### src/rtl/gol_pkg.sv
// Shared constants and types for the display-path conversion logic.
//   BCD_W   : bits per decimal digit
//   RADIX   : base used by the digit extractor
//   state_t : sequencing states of bcd_digit_extractor
package gol_pkg;

    localparam int BCD_W = 4;
    localparam int RADIX = 10;

    typedef enum logic [1:0] {
        IDLE = 2'd0,
        CONV = 2'd1,
        DONE = 2'd2
    } state_t;

endpackage : gol_pkg

### src/rtl/bcd_digit_extractor_divide.sv
// divide: combinational unsigned divider (restoring long division).
// Ports:
//   numerator   [NUM_W-1:0]  dividend
//   denominator [DEN_W-1:0]  divisor (must be non-zero)
//   quotient    [NUM_W-1:0]  numerator / denominator
//   remain      [DEN_W-1:0]  numerator % denominator
module divide #(
    parameter int NUM_W = 8,
    parameter int DEN_W = 4
) (
    input  logic [NUM_W-1:0] numerator,
    input  logic [DEN_W-1:0] denominator,
    output logic [NUM_W-1:0] quotient,
    output logic [DEN_W-1:0] remain
);

    // One extra bit: after the shift the partial remainder can reach
    // 2*denominator-1, which needs DEN_W+1 bits.
    logic [DEN_W:0] partial;

    always_comb begin
        partial  = '0;
        quotient = '0;
        for (int i = NUM_W - 1; i >= 0; i--) begin
            partial = {partial[DEN_W-1:0], numerator[i]};
            if (partial >= {1'b0, denominator}) begin
                partial     = partial - {1'b0, denominator};
                quotient[i] = 1'b1;
            end
        end
        remain = partial[DEN_W-1:0];
    end

endmodule : divide

### src/rtl/bcd_digit_extractor.sv
// bcd_digit_extractor: binary to packed BCD via repeated division by 10,
// one digit per clock, fixed latency of DIGITS cycles.
// Ports:
//   clk, rst_n  clock (rising edge) and async active-low reset
//   start       request; honoured only when idle
//   value       binary input, sampled on the accepted start
//   busy        high while digits are being extracted
//   done        one-cycle pulse with the new result
//   bcd         packed digits, digit 0 (units) in bcd[3:0]
//   blank       leading-zero mask, bit 0 never set
//   overflow    value did not fit in DIGITS decimal digits
// DIGITS must be at least 1.
module bcd_digit_extractor
    import gol_pkg::*;
#(
    parameter int WIDTH  = 8,
    parameter int DIGITS = 3
) (
    input  logic                    clk,
    input  logic                    rst_n,
    input  logic                    start,
    input  logic [WIDTH-1:0]        value,
    output logic                    busy,
    output logic                    done,
    output logic [BCD_W*DIGITS-1:0] bcd,
    output logic [DIGITS-1:0]       blank,
    output logic                    overflow
);

    localparam int IDX_W    = $clog2(DIGITS + 1);
    localparam int BCD_BITS = BCD_W * DIGITS;

    localparam logic [IDX_W-1:0]  LAST_IDX  = IDX_W'(DIGITS - 1);
    localparam logic [DIGITS-1:0] BLANK_RST = ~DIGITS'(1);

    state_t              state;
    logic [WIDTH-1:0]    work;
    logic [IDX_W-1:0]    idx;
    logic [BCD_BITS-1:0] shadow;
    logic [BCD_BITS-1:0] shadow_next;
    logic [DIGITS-1:0]   blank_next;
    logic                upper_zero;
    logic [WIDTH-1:0]    quotient;
    logic [BCD_W-1:0]    remain;

    divide #(
        .NUM_W(WIDTH),
        .DEN_W(BCD_W)
    ) u_divide (
        .numerator  (work),
        .denominator(BCD_W'(RADIX)),
        .quotient   (quotient),
        .remain     (remain)
    );

    // Shadow digits including the one being produced this cycle, so the
    // last division can load the outputs directly.
    always_comb begin
        shadow_next = shadow;
        for (int i = 0; i < DIGITS; i++) begin
            if (idx == IDX_W'(i)) begin
                shadow_next[i*BCD_W +: BCD_W] = remain;
            end
        end
    end

    // Scan from the most significant digit down; a digit is blanked while
    // it and everything above it is zero. The units digit is always lit.
    always_comb begin
        upper_zero = 1'b1;
        blank_next = '0;
        for (int i = DIGITS - 1; i >= 1; i--) begin
            upper_zero    = upper_zero & (shadow_next[i*BCD_W +: BCD_W] == '0);
            blank_next[i] = upper_zero;
        end
    end

    // State | meaning
    // IDLE  | waiting for start; outputs hold the last result
    // CONV  | one division per cycle, digit idx written to the shadow
    // DONE  | single cycle: done pulse and new result visible
    //
    // Outputs are registered, so the result is loaded on the edge that
    // enters DONE; it is therefore visible exactly while done is high.
    always_ff @(posedge clk or negedge rst_n) begin
        if (!rst_n) begin
            state    <= IDLE;
            work     <= '0;
            idx      <= '0;
            shadow   <= '0;
            busy     <= 1'b0;
            done     <= 1'b0;
            bcd      <= '0;
            blank    <= BLANK_RST;
            overflow <= 1'b0;
        end else begin
            case (state)
                IDLE: begin
                    done <= 1'b0;
                    if (start) begin
                        work   <= value;
                        shadow <= '0;
                        idx    <= '0;
                        busy   <= 1'b1;
                        state  <= CONV;
                    end
                end
                CONV: begin
                    work   <= quotient;
                    shadow <= shadow_next;
                    idx    <= idx + IDX_W'(1);
                    if (idx == LAST_IDX) begin
                        busy     <= 1'b0;
                        done     <= 1'b1;
                        bcd      <= shadow_next;
                        blank    <= blank_next;
                        // Anything left after DIGITS divisions did not fit.
                        overflow <= (quotient != '0);
                        state    <= DONE;
                    end
                end
                DONE: begin
                    // start is deliberately not looked at here.
                    done  <= 1'b0;
                    state <= IDLE;
                end
                default: begin
                    busy  <= 1'b0;
                    done  <= 1'b0;
                    state <= IDLE;
                end
            endcase
        end
    end

endmodule : bcd_digit_extractor
### config.mk
export PLATFORM = sky130hd
export DESIGN_NAME = bcd_digit_extractor
export DESIGN_NICKNAME = d
export VERILOG_FILES = /design/src/rtl/gol_pkg.sv /design/src/rtl/bcd_digit_extractor_divide.sv /design/src/rtl/bcd_digit_extractor.sv
export SDC_FILE = /design/constraint.sdc
export NUM_CORES = 1
export LEC_CHECK = 0
export CAP_MARGIN = 40
export CORE_AREA = 3 3 73 75
export CTS_CLUSTER_DIAMETER = 50
export DETAILED_ROUTE_END_ITERATION = 8
export DIE_AREA = 0 0 76 78
export PLACE_DENSITY = 0.77
export SYNTH_ARGS = -nofsm -noshare
export SYNTH_HDL_FRONTEND = slang
export SYNTH_SLANG_ARGS = --single-unit
### constraint.sdc
create_clock -name clk -period 6.8 [get_ports clk]
set_input_delay 0.68 -clock clk [delete_from_list [all_inputs] [get_ports clk]]
set_output_delay 0.68 -clock clk [all_outputs]
set_load 0.01 [all_outputs]
==> out/results.tsv <==
metric	value	unit
I/O pins	29	
global route total overflow	0	
Worst Hold Class	reg2reg	
Nets	329	
Period minus WS final	5.708	ns
Ys Warns	0	
Distinct cells, synth	72	
vias in the first global route	2254	
Num CTS Buffers	5	
startpoint types	flip-flop	
area grow syn2layout	14.27	%
initial antenna violation count	0	
final hold vios	0	
Setup Fix Bufs, Post-CTS	0	
Syn Nets	309	
Reg area	928.4	um2
die height	78	um
Clock Skew	0.006777	ns
crit path DAT	5.89	ns
Yosys reg bits	37	
sequential cell area fraction in the yosys report	0.3540	
post-route ant nets	0	
Fmax	175.2	MHz
CTS root buffer	clkbuf_8	
unrepaired setup endpoints after global routing	false	
hold_buf cts	0	
Worst Setup Path Type	reg2reg	
post-cts resize count	0	
largest net degree at the start of global routing	38	
Primary FF master, synth	dfrtp_1	
Buffers on Ports	27	
total detailed-routing wirelength	6253	um
row cnt	25	
routed wire length per instance	16.59	um
CTS tree	done	
clk slew on worst S/H paths	0.08	ns
Avg Vias per Cell	6.064	
Detailed Place HPWL	4713	um
Total GRT Usage	0.2205	
Die Span X	76	um
post-synthesis cell count	289	
final worst-path cycle share	0.8394	
Mapped Area	2623	um2
status	finished, final reports clean	
Max Cap Viol	0	
ys async rst share	1.000	
worst slew pin tran	0.8159	ns
CTS Buffer Depth	2	
H-tree Lvls	2	
most frequent cells in the layout	35 x dfrtp_1, 26 x nand2_1, 26 x clkdlybuf4s50_1	
Final Wtd Congestion	0.8956	
first-pass GRT wire length	10760	um
worst relative slew slack	0.4561	
number of flops mapped to enable cells by yosys	0	
share of layout cells above drive strength 1	0.1129	
Sink Count	37	
Worst setup EP type	flip-flop	
Iter 0 DRT Violations	215	
fill cell count	399	
pins over their slew limit	0	
Skew-Pair Late Insertion Delay	0.28	ns
area of the multi-input gates	1562	um2
Die ar.	5928	um2
Setup Viol. Count Final	0	
DR vias	2286	
starting density of the core	0.5552	
detailed-route DRC error count	0	
core box area	4723	um2
TNS Setup	0	ns
Antenna diodes	0	
Avg Inst Size Synth	9.074	um2
drt first pass iters	4	
Critical Path RT	6.99	ns
CP Max Fanout	11	
commonest non-fill, non-tap cell in the layout	dfrtp_1	
## final cells by class
class	count	share of cell area
clock buffer	5	0.02296
clock inverter	3	0.005846
inverter	17	0.02129
multi-input combinational	220	0.5211
sequential	37	0.3098
tap	67	0.02797
timing repair buffer	28	0.09102
## cells in the mapped netlist (all sizes together), types with 3 or more instances
cell type  instances  area share
mux2               3       0.013
nand2b             9       0.021
ha                 9       0.043
a31oi              7       0.017
a21o               5       0.014
o22ai              3      0.0072
or3                3      0.0072
inv               17       0.024
nand3              5       0.011
mux2i              6       0.024
a2bb2oi            3       0.012
nand2             28       0.042
a221oi             3       0.017
dfrtp             35        0.33
nor3b              4       0.011
o31ai              6       0.028
nor2              23       0.034
o21ai             21       0.040
buf                4       0.010
a21oi             21       0.043
clkbuf            11       0.016
o41ai              3       0.016
nor3               6       0.011
nor2b              4      0.0095
a22o               4       0.013
a32o               7       0.027
## sequential cells by signal, indices dropped and copies added (netlist names)
| name | flops |
|---|---|
| overflow | 1 |
| blank | 2 |
| busy | 1 |
| bcd | 12 |
| shadow | 8 |
| state | 2 |
| work | 8 |
| idx | 2 |
| done | 1 |
## critical path, cell delays in order (launching register included)
cell	delay, ns
dfrtp_1	0.55
inv_1	0.11
ha_1	0.21
inv_1	0.05
ha_1	0.37
xor2_1	0.31
nand2_1	0.10
ha_1	0.30
o31ai_4	0.13
a21o_1	0.22
a21o_1	0.15
ha_1	0.40
o21ai_0	0.20
a2bb2oi_2	0.25
ha_1	0.34
a211oi_1	0.08
a211oi_1	0.33
nand2_1	0.19
ha_1	0.29
or3_1	0.41
nand3_1	0.15
o211ai_2	0.15
o41ai_2	0.31
## kinds of logic (layout without fill, tap and decap cells)
logic type	count (synthesis)	in the layout	synth area share
compound gates	105	105	0.3149
buf+inv	32	53	0.05057
mux	9	9	0.03721
simple gates	94	94	0.1923
xor+xnor	2	2	0.006681
flops	37	37	0.3540
fa+ha+maj	9	9	0.04294
other cells	1	1	0.001430
## path summary, 6_finish.rpt
path	startpoint	end	slack, ns	cells past startpoint
max reg2reg	work[5]	blank[1]	1.09	22
max in group asynchronous	rst_n	done	5.80	1
max	work[5]	blank[1]	1.09	22
min reg2reg	bcd[7]	bcd[7]	0.48	1
min	bcd[7]	bcd[7]	0.48	1
min in group asynchronous	rst_n	bcd[11]	0.49	1
## layer usage
metal / global-route usage / part of all wire
met1: 0.2996 / 0.45
met2: 0.3652 / 0.49
met3: 0.02552 / 0.039
met4: 0.07790 / 0.018
met5: 0 / 0
## metrics by stage
| stage | utilization | hold WS [ns] | instance area, um2 | std cells | worst slack (ns) |
|---|---|---|---|---|---|
| 2_1_floorplan | - | 0.3844 | 2623 | 289 | 1.853 |
| 3_3_place_gp | 0.6146 | 0.4651 | 2903 | 368 | 1.463 |
| 3_5_place_dp | 0.6162 | 0.4691 | 2910 | 369 | 1.211 |
| 4_1_cts | 0.6344 | 0.4843 | 2997 | 377 | 1.175 |
| 5_1_grt | 0.6344 | 0.5101 | 2997 | 377 | 0.6233 |
| 6_report | 0.6344 | 0.4816 | 2997 | 377 | 1.092 |
Power is left out: the tool's default activity adds up to more than one toggle a clock period on the data nets, which glitch-free logic cannot reach.
